[config.mk]
export PLATFORM = sky130hd
export DESIGN_NAME = adc_scan_scheduler
export DESIGN_NICKNAME = d
export VERILOG_FILES = /design/src/rtl/adc_sched_pkg.sv /design/src/rtl/adc_rr_arbiter.sv /design/src/rtl/adc_scan_scheduler.sv
export SDC_FILE = /design/constraint.sdc
export NUM_CORES = 1
export LEC_CHECK = 0
export ABC_AREA = 1
export CAP_MARGIN = 30
export CORE_ASPECT_RATIO = 2
export CORE_UTILIZATION = 30
export CTS_CLUSTER_SIZE = 14
export DETAILED_ROUTE_END_ITERATION = 8
export PLACE_DENSITY_LB_ADDON = 0.25
export SLEW_MARGIN = 20
export SYNTH_ARGS = -nofsm -noshare
export SYNTH_HDL_FRONTEND = slang
export SYNTH_HIERARCHICAL = 1
export SYNTH_SLANG_ARGS = --single-unit
[constraint.sdc]
create_clock -name CLK -period 4.47 [get_ports CLK]
set_clock_uncertainty 0.15 [all_clocks]
set_input_delay 0.6705 -clock CLK [delete_from_list [all_inputs] [get_ports CLK]]
set_output_delay 0.6705 -clock CLK [all_outputs]
set_load 0.1 [all_outputs]
[src/rtl/adc_sched_pkg.sv]
// Shared types for the AD7928 channel scan scheduler.
package adc_sched_pkg;

   localparam int unsigned NUM_CH = 8;
   localparam int unsigned CH_W   = 3;

   typedef logic [CH_W-1:0] ch_t;

   typedef struct packed {
      ch_t  ch;
      logic src;
   } tag_t;

   localparam logic SRC_SCHED  = 1'b0;
   localparam logic SRC_DEMAND = 1'b1;

endpackage

[src/rtl/adc_rr_arbiter.sv]
// Combinational round-robin arbiter: searches from ptr_i+1 upward, wrapping,
// and returns a one-hot grant plus the granted index.
module adc_rr_arbiter
   import adc_sched_pkg::*;
(
   input  logic [NUM_CH-1:0] req_i,
   input  ch_t               ptr_i,
   output logic [NUM_CH-1:0] gnt_o,
   output ch_t               idx_o,
   output logic              valid_o
);

   ch_t cand;

   always_comb begin
      gnt_o   = '0;
      idx_o   = '0;
      valid_o = 1'b0;
      cand    = '0;
      // k == NUM_CH wraps back to ptr_i itself, so it is searched last.
      for (int unsigned k = 1; k <= NUM_CH; k++) begin
         cand = ptr_i + ch_t'(k);
         if (!valid_o && req_i[cand]) begin
            valid_o     = 1'b1;
            idx_o       = cand;
            gnt_o[cand] = 1'b1;
         end
      end
   end

endmodule

[src/rtl/adc_scan_scheduler.sv]
// Channel scheduler for the AD7928 SPI driver: rate dividers, round-robin command issue and
// result tagging. Define ADC_SCHED_ONDEMAND_EN to enable the on-demand request port.
module adc_scan_scheduler #(
   parameter int unsigned NUM_CH     = 8,
   parameter int unsigned DATA_WIDTH = 8,
   parameter int unsigned RATE_WIDTH = 8,
   parameter int unsigned TAG_DEPTH  = 4
) (
   input  logic                         CLK,
   input  logic                         rstn,
   input  logic                         tick,
   input  logic [NUM_CH-1:0]            ch_enable,
   input  logic [NUM_CH*RATE_WIDTH-1:0] ch_rate,
   input  logic                         req_valid,
   input  logic [2:0]                   req_ch,
   output logic                         req_ready,
   output logic                         cmd_valid,
   output logic [2:0]                   cmd_ch,
   input  logic                         cmd_ready,
   input  logic                         res_valid,
   input  logic [DATA_WIDTH-1:0]        res_data,
   input  logic [2:0]                   res_ch,
   output logic                         out_valid,
   output logic [DATA_WIDTH-1:0]        out_data,
   output logic [2:0]                   out_ch,
   output logic                         out_src,
   output logic [NUM_CH-1:0]            overrun,
   output logic                         err_mismatch,
   output logic                         err_orphan,
   input  logic                         err_clr
);

   import adc_sched_pkg::*;

   localparam int unsigned PTR_W = $clog2(TAG_DEPTH);

   // Rate dividers and pending bits
   logic [NUM_CH-1:0][RATE_WIDTH-1:0] cnt_q, cnt_d;
   logic [NUM_CH-1:0]                 pending_q, pending_d;
   logic [NUM_CH-1:0]                 due;
   logic [NUM_CH-1:0]                 overrun_q, overrun_d, ovr_set;
   logic [RATE_WIDTH-1:0]             rate;

   // Arbitration and command slot
   ch_t               rr_ptr_q, rr_ptr_d;
   logic              cmd_valid_q, cmd_valid_d;
   ch_t               cmd_ch_q, cmd_ch_d;
   logic              cmd_src_q, cmd_src_d;
   logic [NUM_CH-1:0] arb_gnt, sched_gnt;
   ch_t               arb_idx;
   logic              arb_valid;
   logic              slot_free, hs, arb_en, req_take, sched_take;

   // Tag FIFO
   tag_t             tag_mem_q [TAG_DEPTH];
   tag_t             tag_head, tag_push;
   logic [PTR_W:0]   wr_ptr_q, rd_ptr_q, fifo_cnt, occ;
   logic             fifo_empty, push, pop;

   // Result path
   logic                  out_valid_q;
   logic [DATA_WIDTH-1:0] out_data_q;
   ch_t                   out_ch_q;
   logic                  out_src_q;
   logic                  mismatch_q, mismatch_d, orphan_q, orphan_d;

   always_comb begin
      due   = '0;
      cnt_d = cnt_q;
      rate  = '0;
      for (int i = 0; i < NUM_CH; i++) begin
         rate = ch_rate[i*RATE_WIDTH +: RATE_WIDTH];
         if (!ch_enable[i]) begin
            cnt_d[i] = rate;
         end else if (tick) begin
            if (cnt_q[i] == '0) begin
               due[i]   = 1'b1;
               cnt_d[i] = rate;
            end else begin
               cnt_d[i] = cnt_q[i] - 1'b1;
            end
         end
      end
   end

   adc_rr_arbiter u_arb (
      .req_i   (pending_q),
      .ptr_i   (rr_ptr_q),
      .gnt_o   (arb_gnt),
      .idx_o   (arb_idx),
      .valid_o (arb_valid)
   );

   assign fifo_cnt   = wr_ptr_q - rd_ptr_q;
   assign fifo_empty = (fifo_cnt == '0);
   assign tag_head   = tag_mem_q[rd_ptr_q[PTR_W-1:0]];
   assign hs         = cmd_valid_q && cmd_ready;
   assign push       = hs;
   assign pop        = res_valid && !fifo_empty;
   assign tag_push   = '{ch: cmd_ch_q, src: cmd_src_q};
   assign slot_free  = !cmd_valid_q || cmd_ready;

   // A command in the slot already owns a FIFO entry, so a new grant needs a free entry
   // beyond it; a pop in this cycle releases one.
   assign occ    = fifo_cnt + {{PTR_W{1'b0}}, cmd_valid_q} - {{PTR_W{1'b0}}, pop};
   assign arb_en = slot_free && (occ < (PTR_W+1)'(TAG_DEPTH));

`ifdef ADC_SCHED_ONDEMAND_EN
   assign req_take = req_valid && arb_en;
`else
   logic unused_req;
   assign unused_req = ^{req_valid, req_ch};
   assign req_take   = 1'b0;
`endif

   assign sched_take = arb_en && !req_take && arb_valid;
   assign sched_gnt  = sched_take ? arb_gnt : '0;

   always_comb begin
      cmd_valid_d = cmd_valid_q;
      cmd_ch_d    = cmd_ch_q;
      cmd_src_d   = cmd_src_q;
      rr_ptr_d    = rr_ptr_q;
      if (hs) begin
         cmd_valid_d = 1'b0;
      end
      if (req_take) begin
         cmd_valid_d = 1'b1;
         cmd_ch_d    = req_ch;
         cmd_src_d   = SRC_DEMAND;
      end else if (sched_take) begin
         cmd_valid_d = 1'b1;
         cmd_ch_d    = arb_idx;
         cmd_src_d   = SRC_SCHED;
         rr_ptr_d    = arb_idx;
      end
   end

   // A channel granted and re-due in the same cycle stays pending without an overrun.
   always_comb begin
      pending_d  = ((pending_q & ~sched_gnt) | due) & ch_enable;
      ovr_set    = due & pending_q & ~sched_gnt;
      overrun_d  = (overrun_q & ~{NUM_CH{err_clr}}) | ovr_set;
      mismatch_d = (mismatch_q & ~err_clr) | (pop && (res_ch != tag_head.ch));
      orphan_d   = (orphan_q & ~err_clr) | (res_valid && fifo_empty);
   end

   always_ff @(posedge CLK or negedge rstn) begin
      if (!rstn) begin
         cnt_q       <= '0;
         pending_q   <= '0;
         overrun_q   <= '0;
         rr_ptr_q    <= ch_t'(NUM_CH - 1);
         cmd_valid_q <= 1'b0;
         cmd_ch_q    <= '0;
         cmd_src_q   <= 1'b0;
         wr_ptr_q    <= '0;
         rd_ptr_q    <= '0;
         out_valid_q <= 1'b0;
         out_data_q  <= '0;
         out_ch_q    <= '0;
         out_src_q   <= 1'b0;
         mismatch_q  <= 1'b0;
         orphan_q    <= 1'b0;
      end else begin
         cnt_q       <= cnt_d;
         pending_q   <= pending_d;
         overrun_q   <= overrun_d;
         rr_ptr_q    <= rr_ptr_d;
         cmd_valid_q <= cmd_valid_d;
         cmd_ch_q    <= cmd_ch_d;
         cmd_src_q   <= cmd_src_d;
         mismatch_q  <= mismatch_d;
         orphan_q    <= orphan_d;
         out_valid_q <= pop;
         if (push) begin
            wr_ptr_q <= wr_ptr_q + (PTR_W+1)'(1);
         end
         if (pop) begin
            rd_ptr_q   <= rd_ptr_q + (PTR_W+1)'(1);
            out_data_q <= res_data;
            out_ch_q   <= tag_head.ch;
            out_src_q  <= tag_head.src;
         end
      end
   end

   always_ff @(posedge CLK) begin
      if (push) begin
         tag_mem_q[wr_ptr_q[PTR_W-1:0]] <= tag_push;
      end
   end

   assign req_ready    = req_take;
   assign cmd_valid    = cmd_valid_q;
   assign cmd_ch       = cmd_ch_q;
   assign out_valid    = out_valid_q;
   assign out_data     = out_data_q;
   assign out_ch       = out_ch_q;
   assign out_src      = out_src_q;
   assign overrun      = overrun_q;
   assign err_mismatch = mismatch_q;
   assign err_orphan   = orphan_q;

endmodule

======== Word level (Yosys, flattened, before mapping) ========
Memory sizes are Yosys's and may differ from the RTL's.
Cells that the tools add are included.
operators by class
  eq/ne operators ......................... 9
  bitwise gates (word level) .............. 21
  add/sub/neg operators ................... 20
  divide/modulo/power cells ............... 0
  multipliers ............................. 0
  multiplexer cells ....................... 109
  order comparisons ....................... 17
  shift operators ......................... 0
  reduce and logical (&&, ||, !) cells .... 41
operator list
  kind                                                                           number
  8-bit 2-to-1 mux                                                               33
  8-bit bitwise OR                                                               9
  8-bit zero test                                                                8
  8-bit by 1-bit subtractor with 8-bit output (second input constant)            8
  1-bit 2-to-1 mux                                                               52
  8-bit AND                                                                      5
  3-bit by 4-bit less-than comparator with 1-bit output (second input constant)  8
  1-bit binary-select mux with 3-bit select                                      8
  1-bit demux with 3-bit select                                                  8
  3-bit by 1-bit >= comparator with 1-bit output (second input constant)         8
  3-bit 2-to-1 mux                                                               8
  1-bit logical AND                                                              21
  2-bit inequality test (second input constant)                                  8
  8-bit inverter                                                                 2
  3-bit adder (second input constant)                                            4
  3-bit by 1-bit adder with 3-bit output (second input constant)                 3
  1-bit zero test                                                                9
  3-bit by 2-bit adder with 3-bit output (second input constant)                 2
  3-bit by 1-bit adder with 3-bit output                                         1
  3-bit zero test                                                                1
  3-bit less-than comparator (second input constant)                             1
  3-bit inequality test                                                          1
  3-bit by 1-bit subtractor with 3-bit output                                    1
  3-bit subtractor                                                               1
  other kinds (5)                                                                7
storage, ports and cells
  memory bits (read-only) ................. 0
  memories ................................ 1
  output and inout bits ................... 28
  bits in writable memories ............... 12
  input port bits ......................... 93
  latch bits .............................. 0
  register bits ........................... 108
memory list
  memory     words  bits a word  rd ports  clocked after memory_dff  wr ports  line                      text
  tag_mem_q  4      3            1         0                         1         adc_scan_scheduler.sv:55  tag_t tag_mem_q [TAG_DEPTH];

======== Longest topological paths before layout ========
  depth in word-level cells ............... 31
  mapped depth ............................ 24
  mapped depth without buffers ............ 22

======== By module ========
Netlist, hierarchy kept.
by module, submodules not included
  module              times used  area each (µm²)  cells each
  adc_scan_scheduler  1           6,638.9          829
  adc_rr_arbiter      1           1,569.0          310

======== Worst setup path before layout ========
Ideal clock, no wire load.
  kind .................................... reg2reg
  from .................................... reg rr_ptr_q[0]
  to ...................................... reg cmd_ch_q[2], in the netlist cmd_ch[2]
  data arrival time ....................... 3.025 ns
  slack ................................... 1.219 ns
  cell stages (with the launch flop) ...... 23
  setup time .............................. 0.076 ns
  required time ........................... 4.244 ns
  cell sequence ........................... dfstp_2 -> buf_6 -> inv_4 -> buf_6 -> buf_2 -> ha_1 -> buf_2 -> inv_2 -> buf_4 -> nand3_1 -> nand2_1 -> nand2_1 -> nand2_2 -> nand4_4 -> nor2_4 -> buf_4 -> nand3b_1 -> o21a_1 -> buf_2 -> nand2_4 -> buf_6 -> nand2_1 -> o21ai_1
between the ends
  cells in the longest elaborated chain, start to end .. 26
  elaborated cells on any way between the ends .. 54
  classes of those cells .................. add/sub (7); mux (32); reduce/logical (15)
ends and longest elaborated chain
  item                                       line                       text
  start: declaration                         adc_scan_scheduler.sv:45   ch_t rr_ptr_q, rr_ptr_d;
  start signal: assignment                   adc_scan_scheduler.sv:153  rr_ptr_q <= ch_t'(NUM_CH - 1);
  start signal: assignment                   adc_scan_scheduler.sv:169  rr_ptr_q <= rr_ptr_d;
  3-bit by 1-bit adder with 3-bit output     adc_rr_arbiter.sv:22       cand = ptr_i + ch_t'(k);
  1-bit binary-select mux with 3-bit select  adc_rr_arbiter.sv:23       if (!valid_o && req_i[cand]) begin
  1-bit 2-to-1 mux (implied by the code)     adc_rr_arbiter.sv:23
  1-bit 2-to-1 mux                           adc_rr_arbiter.sv:23
  1-bit zero test                            adc_rr_arbiter.sv:23
  1-bit logical AND                          adc_rr_arbiter.sv:23
  1-bit 2-to-1 mux                           adc_rr_arbiter.sv:23
  1-bit zero test                            adc_rr_arbiter.sv:23
  [11 not listed]                            --
  1-bit zero test                            adc_rr_arbiter.sv:23
  1-bit logical AND                          adc_rr_arbiter.sv:23
  1-bit 2-to-1 mux                           adc_rr_arbiter.sv:23
  1-bit zero test                            adc_rr_arbiter.sv:23
  1-bit logical AND                          adc_rr_arbiter.sv:23
  1-bit 2-to-1 mux *                         adc_rr_arbiter.sv:23
  via arb_valid                              adc_scan_scheduler.sv:51   logic arb_valid;
  1-bit logical AND *                        adc_scan_scheduler.sv:116  assign sched_take = arb_en && !req_take && arb_valid;
  end signal: assignment                     adc_scan_scheduler.sv:171  cmd_ch_q <= cmd_ch_d;
  end: declaration                           adc_scan_scheduler.sv:47   ch_t cmd_ch_q, cmd_ch_d;
The timed path passes the listed nets; every way through them passes the cells marked *. The select of a mux whose other input is x is not followed.
A chain may end at the register's enable or synchronous reset.

======== Worst setup path in the final report ========
  from .................................... reg rr_ptr_q[0]
  to ...................................... reg overrun_q[6], in the netlist overrun[6]
between the ends
  elaborated cells on any way between the ends .. 105
  classes of those cells .................. add/sub (7); order compare (16); mux (49); bitwise (10); reduce/logical (23)
RTL lines
  item                                                                                                            line                       text
  parallel branches: the longest is 24 deep, another holds 3-bit by 4-bit less-than comparator with 1-bit output  --
  8-bit 2-to-1 mux *                                                                                              adc_rr_arbiter.sv:23
  via arb_gnt[6]                                                                                                  adc_scan_scheduler.sv:49   logic [NUM_CH-1:0] arb_gnt, sched_gnt;
  8-bit 2-to-1 mux *                                                                                              adc_scan_scheduler.sv:117  assign sched_gnt = sched_take ? arb_gnt : '0;
  8-bit inverter *                                                                                                adc_scan_scheduler.sv:142  ovr_set = due & pending_q & ~sched_gnt;
  8-bit AND *                                                                                                     adc_scan_scheduler.sv:142
  8-bit bitwise OR *                                                                                              adc_scan_scheduler.sv:143  overrun_d = (overrun_q & ~{NUM_CH{err_clr}}) | ovr_set;
  via overrun_d[6]                                                                                                adc_scan_scheduler.sv:41   logic [NUM_CH-1:0] overrun_q, overrun_d, ovr_set;
  end signal: assignment                                                                                          adc_scan_scheduler.sv:168  overrun_q <= overrun_d;
  end: declaration                                                                                                adc_scan_scheduler.sv:41
Mark *: on every way through the listed nets, which the timed path passes. The select of a mux whose other input is x is not followed.

==> metrics <==
Crit. End Element=register; clock sink total=119; GP Congestion=0.945; Area growth syn-to-layout=25.5%; Mapped Area=8210 um^2; Synth Register Bits=119; CTS max path bufs=2; vias in the first global route=7870; Final Cycle Share=0.845; Clk network pwr share=0.207; Rel. slew slack=0.319; Leakage=4.71 nW; VDD IR max=361 uV; # diodes=0; Pwr Density=676 nW/um^2; Fill cells=2819; wire length per cell=14.2 um; RR Endpoint=overrun[6]; share of layout cells above drive strength 1=0.0890; RSZ-0062 raised after global routing=no; EDFF count, synth=12; Post-CTS Repair Setup Buffers=0; switch share=0.512; Synthesis Warnings=6; DP Wirelength=approximately 18000 um; Area contributors post-synth=dfrtp_1 (32%), nand2_1 (12%), nand3_1 (9.0%); final non-filler cell total=1607; sequential share of power=0.222; Synth area leader=dfrtp_1; clock root buffer=clkbuf_16; Pre-antenna DRT Iters=7; violation count after the first detailed-route iteration=335; setup_tns=0 ns; met2 wire length=between 10000 and 15000 um; # IOs=121; worst setup margin=around 0.69 ns; CTS Hold Bufs=0; Internal=3.39 mW; CP startpoint kind=register; Initial Utilization=0.305; Final min period=3.78 ns; final net count=between 1k and 1.5k; dominant synthesized flop cell=dfrtp_1; share of async-settable or async-resettable flops after synthesis=0.899; largest net degree at the start of global routing=50; ANT nets after route=0; IO Port Bufs=114; top cell types by occurrence after synthesis=nand2_1 (266), nand3_1 (147), inv_1 (117); Vias/cell=just under 5; max_cap viols=0; Net Sw Power=~3.6 mW; H-tree levels=4; M1 WL=8320 um; reg2reg setup slack=0.69 ns; Worst Reg-to-Reg Cells=16; WL met3=865 um; critical path arrival=3.95 ns; required time of the critical path=around 4.6 ns; Yosys cell types=46; die width=119 um; crit path max fanout=25; Die ar.=28100 um^2; min-delay worst type=in -> async; Seq/Total Area, Yosys=0.371; Clock transition at path regs=0.06 ns; Cells after DPL=1575; final setup fails=0; CTS Buf Count=17; Final Hold Vio Count=0; status=completed; slowest cell on the critical path=dfstp_2; Post-CTS Resized=0; reg2reg start=rr_ptr_q[0]; Synth Instances=1139; Synth top area share=0.317; first-pass GRT wire length=37700 um; Worst Max-Slew Pin Slew=~1 ns; worst skew pair latency=0.43 ns; total power=6.96 mW; Gate power share=0.571; die height=236 um; gr ovfl total=0; Rows=85; ordered cell list for the critical path=inv_4 -> ha_1 -> inv_2 -> nand3_1 -> nand3_1 -> nand2_2 -> inv_2 -> nand3_2 -> nor2_2 -> nand3_1 -> nand3_1 -> nor2_1 -> nand3_1 -> nand3_1 -> nand3_1 -> nand2_1; DR top layer=met4; total global-route track usage=0.171; via count=7800; Avg Inst Size Synth=slightly above 7 um^2; DRC viols=0; initial antenna violation count=0; Max Slew Vio Count=0; CP Class=reg -> reg; Most common cell on crit path=nand3_1; CTS tree=built; fmax=265 MHz; critical path's largest stage delay=0.55 ns; dpl ws=around 0.77 ns; most frequent cell after synthesis=nand2_1; placeable core area=26900 um^2; Routed WL=22900 um
-- final cells by class --
| class | count | area (um^2) | share of cell area |
|---|---|---|---|
| sequential | 119 | 3040 | 0.295 |
| tap | 348 | 435 | 0.0423 |
| clock buffer | 19 | 433 | 0.0420 |
| clock inverter | 13 | 179 | 0.0174 |
| inverter | 138 | 522 | 0.0506 |
| multi-input combinational | 842 | 4390 | 0.426 |
| timing repair buffer | 128 | 1300 | 0.127 |
-- power by group through the flow --
stage	clock network, mW	logic, mW	registers, mW
4_1_cts	1.49	3.97	1.55
5_1_grt	1.53	4.36	1.58
2_1_floorplan	0	2.53	2.09
3_3_place_gp	0	3.92	1.56
3_5_place_dp	0	3.96	1.56
6_report	1.44	3.97	1.54
-- worst max-delay path: cells and delay by family, from the launching register on --
family                   cells  cell delay [ns]
adder cells (fa/ha/maj)      1             0.45
buffers and inverters        3             0.70
flip-flops                   1             0.55
AND/OR/NAND/NOR             12             1.79
-- cell families (layout without fill, tap and decap cells) --
| family | count (synthesis) | count (layout) | synth area share |
|---|---|---|---|
| other | 1 | 2 | 0.000457 |
| and+or+nand+nor | 613 | 613 | 0.339 |
| DFF | 119 | 119 | 0.371 |
| AOI/OAI and AO/OA | 167 | 167 | 0.117 |
| xor gates and xnor gates | 31 | 31 | 0.0331 |
| adders and majority gates | 29 | 29 | 0.0451 |
| buffers and inverters | 179 | 298 | 0.0954 |
-- placed cells by master (no fill, tap or decap), types with 5 or more instances in the layout --
cell type	synthesis	routed
xor2_1	28	28
edfxtp_1	12	12
nand2_2	13	13
o211ai_1	16	16
o21ai_2	5	5
dfrtp_1	104	104
o21ai_0	71	71
nand3_1	147	147
clkbuf_16	0	17
ha_1	28	28
a21oi_1	24	24
o21ai_1	25	25
nor2_1	105	105
nand2_1	266	266
inv_1	117	117
nor3_1	36	36
nand3_2	11	11
inv_2	18	18
clkdlybuf4s50_1	0	113
o22ai_1	13	13
buf_4	8	12
nand4_1	15	15
-- worst max path at each step --
stage | start | endpoint | slack (ns) | cells after the start
3_3_place_gp | rr_ptr_q[0] | pending_q[4] | 0.77 | 16
6_report | rr_ptr_q[0] | overrun[6] | 0.69 | 16
5_1_grt | rr_ptr_q[0] | overrun[4] | 0.45 | 16
3_5_place_dp | rr_ptr_q[0] | overrun[4] | 0.77 | 16
4_1_cts | rr_ptr_q[0] | overrun[4] | 0.74 | 16
2_1_floorplan | rr_ptr_q[0] | cmd_ch[2] | 1.22 | 22
-- through the flow --
stage,hold WS [ns],area (um^2),util
2_1_floorplan,0.225,8210,-
5_1_grt,0.168,10300,0.383
3_5_place_dp,0.315,9690,0.360
3_3_place_gp,0.312,9610,0.357
6_report,0.114,10300,0.383
4_1_cts,0.132,10300,0.383
-- state kept, by name, indices dropped and copies added, names as in the netlist --
register,cells
tag_mem_q,12
rd_ptr_q,3
out_valid,1
wr_ptr_q,3
rr_ptr_q,3
cmd_valid,1
cnt_q,64
out_ch,3
cmd_ch,3
err_mismatch,1
out_data,8
pending_q,8
overrun,8
err_orphan,1
-- layer usage --
| layer | track usage | vias to the layer above |
|---|---|---|
| li1 | - | 3957 |
| met1 | 0.161 | 3589 |
| met2 | 0.338 | 205 |
| met3 | 0.0334 | 49 |
| met4 | 0.0894 | 0 |
| met5 | 0 | - |
No activity file was read; power rests on OpenSTA's default activity.
